## config.mk

```make
export PLATFORM = sky130hd
export DESIGN_NAME = systolic_ws_ctrl
export DESIGN_NICKNAME = d
export VERILOG_FILES = /design/src/rtl/systolic_ws_ctrl.sv
export SDC_FILE = /design/constraint.sdc
export NUM_CORES = 1
export LEC_CHECK = 0
export CORE_MARGIN = 4
export CORE_UTILIZATION = 41
export CTS_BUF_LIST = sky130_fd_sc_hd__clkbuf_4
export CTS_CLUSTER_DIAMETER = 80
export CTS_CLUSTER_SIZE = 12
export DETAILED_ROUTE_END_ITERATION = 8
export HOLD_SLACK_MARGIN = 0.1
export PLACE_DENSITY_LB_ADDON = 0.2
export RECOVER_POWER = 25
export SLEW_MARGIN = 20
export SYNTH_ARGS = -nofsm -noshare
export SYNTH_HDL_FRONTEND = slang
export SYNTH_SLANG_ARGS = --single-unit
```

## constraint.sdc

```tcl
create_clock -name clk -period 2.2 [get_ports clk]
set_input_delay 0.55 -clock clk [delete_from_list [all_inputs] [get_ports clk]]
set_output_delay 0.55 -clock clk [all_outputs]
set_load 0.1 [all_outputs]
```

## src/rtl/systolic_ws_ctrl.sv

```systemverilog
// systolic_ws_ctrl: sequencer for an NxN weight-stationary MAC array.
//   Loads one weight tile (last row first) down the vertical weight path,
//   streams len activation vectors through a per-row input skew, and deskews
//   the bottom-row column sums into aligned output vectors with address/valid.
// Ports:
//   clk, rst                  clock, synchronous active-high reset
//   start, len, reuse_wt      job request (sampled in IDLE), batch length, weight reuse
//   busy, done                job in progress, one-cycle end-of-job pulse
//   w_rd_en/addr/data         weight buffer read (1-cycle latency), row index
//   a_rd_en/addr/data         activation buffer read (1-cycle latency), vector index
//   arr_wt_load, arr_wt_in    array weight latch enable and top-row weight inputs
//   arr_data_in, arr_acc_out  left-column activations, bottom-row accumulations
//   out_valid/addr/data       aligned result vector
// Configuration: SYSTOLIC_CTRL_WT_REUSE_EN lets reuse_wt=1 skip the weight load.
module systolic_ws_ctrl #(
   parameter int N         = 4,
   parameter int bit_width = 8,
   parameter int acc_width = 32,
   parameter int LEN_W     = 8
) (
   input  logic                     clk,
   input  logic                     rst,
   input  logic                     start,
   input  logic [LEN_W-1:0]         len,
   input  logic                     reuse_wt,
   output logic                     busy,
   output logic                     done,
   output logic                     w_rd_en,
   output logic [LEN_W-1:0]         w_rd_addr,
   input  logic [N*bit_width-1:0]   w_rd_data,
   output logic                     a_rd_en,
   output logic [LEN_W-1:0]         a_rd_addr,
   input  logic [N*bit_width-1:0]   a_rd_data,
   output logic                     arr_wt_load,
   output logic [N*bit_width-1:0]   arr_wt_in,
   output logic [N*bit_width-1:0]   arr_data_in,
   input  logic [N*acc_width-1:0]   arr_acc_out,
   output logic                     out_valid,
   output logic [LEN_W-1:0]         out_addr,
   output logic [N*acc_width-1:0]   out_data
);
   typedef enum logic [2:0] {IDLE, WLOAD, STREAM, DRAIN, DONE} state_t;
   localparam logic [LEN_W-1:0] LAST_W = LEN_W'(N-1);
   localparam logic [LEN_W-1:0] LAST_D = LEN_W'(2*N-1);

   state_t           state_q, state_d;
   logic [LEN_W-1:0] cnt_q, cnt_d, len_q, len_d;
   logic             skip_wl;

`ifdef SYSTOLIC_CTRL_WT_REUSE_EN
   assign skip_wl = reuse_wt;
`else
   logic unused_reuse;
   assign skip_wl = 1'b0;
   assign unused_reuse = reuse_wt;
`endif

   always_ff @(posedge clk) begin
      if (rst) begin
         state_q <= IDLE;
         cnt_q   <= '0;
         len_q   <= '0;
      end else begin
         state_q <= state_d;
         cnt_q   <= cnt_d;
         len_q   <= len_d;
      end
   end

   // With len=0 STREAM still lasts one (read-free) cycle so that done follows
   // the last weight latch.
   always_comb begin
      state_d   = state_q;
      cnt_d     = cnt_q;
      len_d     = len_q;
      busy      = state_q != IDLE;
      done      = 1'b0;
      w_rd_en   = 1'b0;
      w_rd_addr = '0;
      a_rd_en   = 1'b0;
      a_rd_addr = '0;
      case (state_q)
         IDLE: if (start) begin
            len_d   = len;
            cnt_d   = '0;
            state_d = skip_wl ? STREAM : WLOAD;
         end
         WLOAD: begin
            w_rd_en   = 1'b1;
            w_rd_addr = LAST_W - cnt_q;
            cnt_d     = cnt_q + 1'b1;
            if (cnt_q == LAST_W) begin
               cnt_d   = '0;
               state_d = STREAM;
            end
         end
         STREAM: begin
            a_rd_en   = len_q != '0;
            a_rd_addr = cnt_q;
            cnt_d     = cnt_q + 1'b1;
            if (len_q == '0 || cnt_q == len_q - 1'b1) begin
               cnt_d   = '0;
               state_d = len_q == '0 ? DONE : DRAIN;
            end
         end
         DRAIN: begin
            cnt_d = cnt_q + 1'b1;
            if (cnt_q == LAST_D) begin
               cnt_d   = '0;
               state_d = DONE;
            end
         end
         DONE: begin
            done    = 1'b1;
            state_d = IDLE;
         end
         default: state_d = IDLE;
      endcase
   end

   logic                   wt_load_q, a_vld_q;
   logic [2*N-1:0]         vld_q;
   logic [2*N*LEN_W-1:0]   adr_q;

   always_ff @(posedge clk) begin
      if (rst) begin
         wt_load_q <= 1'b0;
         a_vld_q   <= 1'b0;
         vld_q     <= '0;
         adr_q     <= '0;
      end else begin
         wt_load_q <= w_rd_en;
         a_vld_q   <= a_rd_en;
         vld_q     <= {vld_q[2*N-2:0], a_rd_en};
         adr_q     <= {adr_q[(2*N-1)*LEN_W-1:0], a_rd_addr};
      end
   end

   assign arr_wt_load = wt_load_q;
   assign arr_wt_in   = wt_load_q ? w_rd_data : '0;
   assign out_valid   = vld_q[2*N-1];
   assign out_addr    = adr_q[2*N*LEN_W-1 -: LEN_W];

   // Input skew: row r is delayed by r cycles; empty slots are forced to 0.
   for (genvar r = 0; r < N; r++) begin : g_skew
      logic [bit_width-1:0] a_r;
      assign a_r = a_vld_q ? a_rd_data[r*bit_width +: bit_width] : '0;
      if (r == 0) begin : g_direct
         assign arr_data_in[bit_width-1:0] = a_r;
      end else begin : g_pipe
         logic [r-1:0][bit_width-1:0] sk_q;
         always_ff @(posedge clk) begin
            if (rst) sk_q <= '0;
            else begin
               sk_q[0] <= a_r;
               for (int k = 1; k < r; k++) sk_q[k] <= sk_q[k-1];
            end
         end
         assign arr_data_in[r*bit_width +: bit_width] = sk_q[r-1];
      end
   end

   // Output deskew: column j leaves the array j cycles late, so it is
   // delayed by N-1-j cycles to line up with column N-1.
   for (genvar j = 0; j < N; j++) begin : g_deskew
      localparam int D = N - 1 - j;
      logic [acc_width-1:0] c_j;
      if (D == 0) begin : g_direct
         assign c_j = arr_acc_out[j*acc_width +: acc_width];
      end else begin : g_pipe
         logic [D-1:0][acc_width-1:0] ds_q;
         always_ff @(posedge clk) begin
            if (rst) ds_q <= '0;
            else begin
               ds_q[0] <= arr_acc_out[j*acc_width +: acc_width];
               for (int k = 1; k < D; k++) ds_q[k] <= ds_q[k-1];
            end
         end
         assign c_j = ds_q[D-1];
      end
      assign out_data[j*acc_width +: acc_width] = out_valid ? c_j : '0;
   end
endmodule

```

==> results of run 1 <==
layout by cell type, fill, tap and decap left out, types with 4 or more instances in the layout:
cell type and count:
nor4_1 4, clkbuf_4 36, nor3_1 6, buf_6 14, nand2_1 23, and2_1 39, dfxtp_2 9, buf_12 202
o21ai_1 4, a21oi_1 11, a21oi_2 4, dfxtp_4 5, dfxtp_1 318, buf_16 10, and2_2 38, buf_4 65
buf_8 6, ha_1 5, nor2b_1 280, nor2_4 7, xnor2_1 10, clkdlybuf4s50_1 193, xor2_1 4, inv_1 7
nand3_1 5, nor2_1 8, and2_4 129, dlygate4sd3_1 8
cells in the mapped netlist:
cell,instances,share of area [%]
nor4_1,5,0.28
or2_2,1,0.057
nand3b_1,1,0.068
a21oi_1,15,0.68
nor4b_1,1,0.080
o31ai_2,1,0.11
mux2_2,2,0.20
o211ai_1,1,0.068
and3_1,1,0.057
buf_2,1,0.045
o21bai_1,1,0.068
xor2_1,4,0.32
a2111oi_0,2,0.16
nand2_1,24,0.82
nor4b_4,1,0.22
a221oi_1,1,0.080
nand3_1,7,0.32
mux2i_1,1,0.091
nand4_1,2,0.11
buf_4,24,1.6
a31oi_1,1,0.057
dfxtp_1,332,60
nor3b_1,3,0.20
ha_1,6,0.68
clkbuf_1,59,2.0
or4_1,1,0.068
nor2_1,15,0.51
xnor2_1,12,0.96
o21a_1,1,0.068
a41oi_1,2,0.16
nor2b_1,281,16
or2b_1,1,0.068
nand2b_1,3,0.17
inv_1,12,0.41
o21ba_2,2,0.18
and2_1,206,12
buf_6,1,0.10
nor3_1,9,0.41
or3_1,1,0.057
o21ai_0,6,0.27
power by group:
part / internal [W] / switching (W) / total (W)
registers: 0.00627 / 0.000153 / 0.00643
clock network: 0.000783 / 0.00181 / 0.00260
logic: 0.00173 / 0.00220 / 0.00393
total: 0.00879 / 0.00416 / 0.0129
cells by family after synthesis:
logic type	synth area share (%)
and+or+nand+nor	31.2
xor gates and xnor gates	1.27
DFF	60.4
AOI/OAI and AO/OA	1.91
adders and majority gates	0.682
muxes	0.296
buffers and inverters	4.21
metal layers:
| metal | share of wire, % | up-vias | wire (um) |
|---|---|---|---|
| li1 | - | 4084 | - |
| met1 | 34 | 3850 | 10800 |
| met2 | 53 | 324 | 17100 |
| met3 | 9.2 | 86 | 2970 |
| met4 | 3.9 | 14 | 1270 |
| met5 | 0.31 | - | 101 |
layout make-up:
class / instances / area [um2]
Timing Repair Buffer: 500 / 7080
Clock inverter: 3 / 23.8
Inverter: 12 / 57.6
Tap cell: 335 / 419
Antenna cell: 1 / 2.50
Sequential cell: 332 / 6680
Multi-Input combinational cell: 622 / 4540
Fill cell: 1758 / 7140
Clock buffer: 36 / 270
registers in the layout, summed over array words and instances (netlist names):
register              flops
g_deskew.c_j             96
len_q                     8
arr_wt_load               1
state_q                   3
vld_q                     8
cnt_q                     8
adr_q                    64
g_deskew.g_pipe.ds_q     96
g_skew.g_pipe.sk_q       32
arr_data_in              16
worst max-delay path by stage:
stage | depth (start not counted) | slack, ns | end
2_1_floorplan | 2 | -0.20 | done
3_3_place_gp | 6 | -0.21 | cnt_q[0]$_SDFFE_PP0P_
3_5_place_dp | 8 | -0.26 | cnt_q[6]$_SDFFE_PP0P_
4_1_cts | 7 | -0.40 | a_rd_en
5_1_grt | 7 | -0.48 | a_rd_en
6_report | 7 | -0.39 | cnt_q[0]$_SDFFE_PP0P_
metrics by stage:
stage	total power (W)	hold WS (ns)	cells	setup slack, ns	utilization, %
finish	0.0129	0.365	1841	-0.391	72.7
global placement	0.00992	0.415	1755	-0.206	67.9
global route	0.0136	0.359	1841	-0.478	72.7
CTS	0.0129	0.206	1844	-0.396	73.3
floorplan	0.00860	0.414	1050	-0.204	-
detailed placement	0.00999	0.420	1755	-0.255	67.9
repair_timing:
item,4_1_cts,5_1_grt
gates cloned,17,2
endpoints found under the setup margin,192,159
setup buffers,33,8
pin swaps,9,15
resized for setup,108,33
==> metrics.log, run 1 <==
INFO  metric status = finished, violations left
INFO  metric failed_checks = capacitance limit, slew limit, setup timing
INFO  metric yosys_register_bits = 332
INFO  metric synth_seq_area_share = 60.4%
INFO  metric cp_num_buf_inv = 1
INFO  metric slew_headroom = -12.6%
INFO  metric gpl.final_weighted_congestion = 0.839
INFO  metric timing.final.hold_violations = 0
INFO  metric remaining_drc_errors = 0
INFO  metric critical_path.reg2reg.endpoint = cnt_q[0]$_SDFFE_PP0P_
INFO  metric cts-hold-fix-buffers = 0
INFO  metric cell_leakage_power = 7.72 nW
INFO  metric clock_tree_from_tritoncts = yes
INFO  metric global_route_total_overflow = 0
INFO  metric layout_skew = 0.0290 ns
INFO  metric grt_pass1_vias = 8454
INFO  metric htree_num_levels = 2
INFO  metric min_delay_worst_endpoint = arr_wt_load$_SDFF_PP0_
INFO  metric final.period_utilization = 118%
INFO  metric period_minus_slack = 2.59 ns
INFO  metric setup_viol = 119
INFO  metric detailedRoute.firstIterationViolations = 307
INFO  metric critical_path.slowest_cell = or4_4
INFO  metric vias = 8358
INFO  metric syn-cell-area = 0.0110 mm2
INFO  metric grt_max_degree = 130
INFO  metric worst_path_required_time = 2.72 ns
INFO  metric viasPerCell = 4.54
INFO  metric synthDistinctLibCells = 40
INFO  metric grt_busiest_layer = met2
INFO  metric core.rowCount = 59
INFO  metric placed_area = 0.0178 mm2
INFO  metric drt_wl_total = 32.3 mm
INFO  metric mappedNetlistNets = 1260
INFO  metric vdd.ir_drop.worst = 0.000652 V
INFO  metric worst_hold_path_type = input pin to flip-flop
INFO  metric grt_util_met2 = 38.6%
INFO  metric postRouteAntennaNets = 0
INFO  metric cp-end-kind = flip-flop
INFO  metric total_negative_slack_for_setup_checks = -12.80 ns
INFO  metric chipHeight = 172 um
INFO  metric worst_setup_startpoint = len_q[3]$_SDFFE_PP0P_
INFO  metric area_growth = 73.3%
INFO  metric placement.io_buffers = 424
INFO  metric rsz0062_at_grt = yes
INFO  metric clock_tree.root_cell = clkbuf_4
INFO  metric clk_pin_slew = 0.12 ns
INFO  metric grt_use_met3 = 7.40%
INFO  metric worst_ep_arrival = 3.11 ns
INFO  metric global_route.usage.met1 = 21.5%
INFO  metric num_io_pins = 426
INFO  metric hold_path_cells = 2
INFO  metric ctsLongestPathBuffers = 3
INFO  metric die_area = 0.0295 mm2
INFO  metric floorplan.initialDensity = 42.0%
INFO  metric criticalPathCategory = flip-flop to flip-flop
INFO  metric drive_above_1_share = 37.4%
INFO  metric critical_path.reg2reg.startpoint = len_q[3]$_SDFFE_PP0P_
INFO  metric drv_cap = 1
INFO  metric cts_inserted_buffers = 34
INFO  metric power_per_cell_area = 679 mW/mm2
INFO  metric timing.final.ws_setup = -0.391 ns
INFO  metric cpLargestDelayFamily = simple AND/OR/NAND/NOR gates
INFO  metric avgSynthCellArea = 10.5 um2
INFO  metric antenna_violations_before_repair = 8
INFO  metric setup.reg_to_reg.worst_slack = -0.39 ns
INFO  metric die_w = 172 um
INFO  metric yosysWarningCount = 0
INFO  metric detailedPlacementHpwl = 22.5 mm
INFO  metric setup.worst_path.start_class = flip-flop
INFO  metric cts_sinks = 332
INFO  metric min-delay-start = rst
INFO  metric drt_first_pass_iters = 4
INFO  metric fmaxAchievable = 386 MHz
INFO  metric fp.coreArea = 0.0262 mm2
INFO  metric timing.reg2reg.worst_path_depth = 7
INFO  metric routed_wire_length_per_instance = 17.5 um
INFO  metric worst-path-max-fanout = 5
INFO  metric timing.critical_path.cells = or4_4 > or3_4 > a2111oi_4 > nor4b_4 > buf_4 > o31ai_4 > mux2_2
INFO  metric clkLatencyLatePin = 0.62 ns
INFO  metric critical_path_max_stage_delay = 0.53 ns
INFO  metric groute.usage.overall = 20.9%
INFO  metric layout.cell_area.non_filler = 0.0191 mm2
INFO  metric worst_pin_slew = 1.69 ns
INFO  metric max_slew_violations = 92
INFO  metric first_pass_grt_wire_length = 47.6 mm
INFO  metric nNetsFinal = 1712
INFO  metric post_synth_inst_count = 1050
No activity file was read; power rests on OpenSTA's default activity.
==> inputs of run 2 (changes only) <==
CORE_ASPECT_RATIO = 1.75   (was not set)
HOLD_SLACK_MARGIN = 0.03   (was 0.1)
==> metrics.log, run 2 (same netlist as run 1, synthesis figures left out) <==
INFO  metric status = finished, violations left
INFO  metric failed_checks = setup timing
INFO  metric ctsLongestPathBuffers = 3
INFO  metric period_minus_slack = 2.74 ns
INFO  metric layout_skew = 0.0401 ns
INFO  metric global_route_total_overflow = 0
INFO  metric groute.usage.overall = 20.5%
INFO  metric drt_wl_total = 31.8 mm
INFO  metric cell_leakage_power = 7.86 nW
INFO  metric worst_hold_path_type = input pin to flip-flop
INFO  metric grt_max_degree = 101
INFO  metric setup.worst_path.start_class = flip-flop
INFO  metric clkLatencyLatePin = 0.73 ns
INFO  metric layout_commonest_cell = dfxtp_1
INFO  metric die_w = 132 um
INFO  metric clock_tree_from_tritoncts = yes
INFO  metric core.rowCount = 79
INFO  metric num_io_pins = 426
INFO  metric antenna_violations_before_repair = 1
INFO  metric nNetsFinal = 1725
INFO  metric worst_ep_arrival = 2.19 ns
INFO  metric cp-end-kind = output port
INFO  metric criticalPathCategory = flip-flop to output port
INFO  metric power_per_cell_area = 677 mW/mm2
INFO  metric dp_cells = 1750
INFO  metric drt_first_pass_iters = 4
INFO  metric vdd.ir_drop.worst = 0.00127 V
INFO  metric viasPerCell = 4.56
INFO  metric routed_wire_length_per_instance = 17.3 um
INFO  metric drv_cap = 0
INFO  metric placed_area = 0.0178 mm2
INFO  metric rsz0062_at_grt = yes
INFO  metric drive_above_1_share = 37.8%
INFO  metric detailedRoute.firstIterationViolations = 306
INFO  metric worst_path_required_time = 1.65 ns
INFO  metric gpl.final_weighted_congestion = 0.897
INFO  metric worst_pin_slew = 1.28 ns
INFO  metric postRouteAntennaNets = 0
INFO  metric post_layout_nonfiller_instances = 1842
INFO  metric htree_num_levels = 1
INFO  metric placement.io_buffers = 424
INFO  metric die_area = 0.0296 mm2
INFO  metric cts_inserted_buffers = 31
INFO  metric clock_tree.root_cell = clkbuf_4
INFO  metric first_pass_grt_wire_length = 47.8 mm
INFO  metric grt_pass1_vias = 8397
INFO  metric final_core_utilization = 72.9%
INFO  metric chipHeight = 225 um
INFO  metric cts_sinks = 332
INFO  metric mostFrequentLayoutCells = dfxtp_1, nor2b_1, buf_12, clkdlybuf4s50_1, and2_4
INFO  metric detailedPlacementHpwl = 21.9 mm
INFO  metric floorplan.initialDensity = 41.5%
INFO  metric slew_headroom = 14.4%
INFO  metric fmaxAchievable = 366 MHz
INFO  metric max_slew_violations = 0
INFO  metric area_growth = 75.6%
INFO  metric remaining_drc_errors = 0
INFO  metric timing.final.hold_violations = 0
INFO  metric layout.cell_area.non_filler = 0.0193 mm2
INFO  metric timing.final.ws_setup = -0.536 ns
INFO  metric worst-path-max-fanout = 6
INFO  metric preCtsSetupSlack = -0.296 ns
INFO  metric fp.coreArea = 0.0265 mm2
INFO  metric cts-hold-fix-buffers = 0
INFO  metric final.period_utilization = 124%
INFO  metric vias = 8399
INFO  metric setup_viol = 168
INFO  metric clk_pin_slew = 0.14 ns
## run 2: repair_timing
item | CTS | global route
pin swaps | 14 | 18
cloned | 17 | 2
setup endpoints to repair | 199 | 191
setup buffers | 32 | 15
gates resized for setup | 142 | 34
## run 2: power breakdown
group	internal [W]	switching (W)	total, W
clock	0.000792	0.00175	0.00254
combinational	0.00184	0.00225	0.00408
sequential	0.00627	0.000168	0.00644
## run 2: worst max-delay path, cell delays in order, from the launching register on
cell and delay (ns):
dfxtp_2 0.35, buf_6 0.12, nor4_4 0.30, buf_4 0.17
nand3_4 0.09, nand2_4 0.09, clkinvlp_4 0.13, buf_12 0.19
## run 2: per-layer routing
layer,GRT usage (%),share of wire [%],vias to the layer above
met2,40.1,56,331
met5,0,0,-
met1,20.9,35,3906
li1,-,-,4114
met4,6.41,2.5,0
met3,5.39,7.0,48
## run 2: final timing paths
check | slack [ns] | cells past startpoint | end | start
min | 0.35 | 3 | len_q[6]$_SDFFE_PP0P_ | len[6]
min reg2reg | 0.42 | 1 | arr_data_in[31]$_SDFF_PP0_ | g_skew[3].g_pipe.sk_q[15]$_SDFF_PP0_
max | -0.54 | 7 | a_rd_en | len_q[2]$_SDFFE_PP0P_
max reg2reg | -0.42 | 8 | cnt_q[0]$_SDFFE_PP0P_ | len_q[0]$_SDFFE_PP0P_
## run 2: metrics by stage
stage	hold WS (ns)	setup TNS, ns	total power (W)
after global placement	0.415	-2.01	0.00996
after global routing	0.282	-50.66	0.0136
after detailed placement	0.420	-2.43	0.0100
after floorplan	0.414	-0.898	0.00860
final	0.348	-27.43	0.0131
after CTS	0.0705	-49.66	0.0130
## run 2: area by class of cell
type / instances / area, um2
diodes: 2 / 5.00
clock buffers: 32 / 240
clock inverters: 2 / 37.5
fillers: 1781 / 7170
inverters: 12 / 52.6
multi-input cells: 622 / 4580
flip-flops and latches: 332 / 6680
well taps: 324 / 405
repair buffers: 516 / 7320
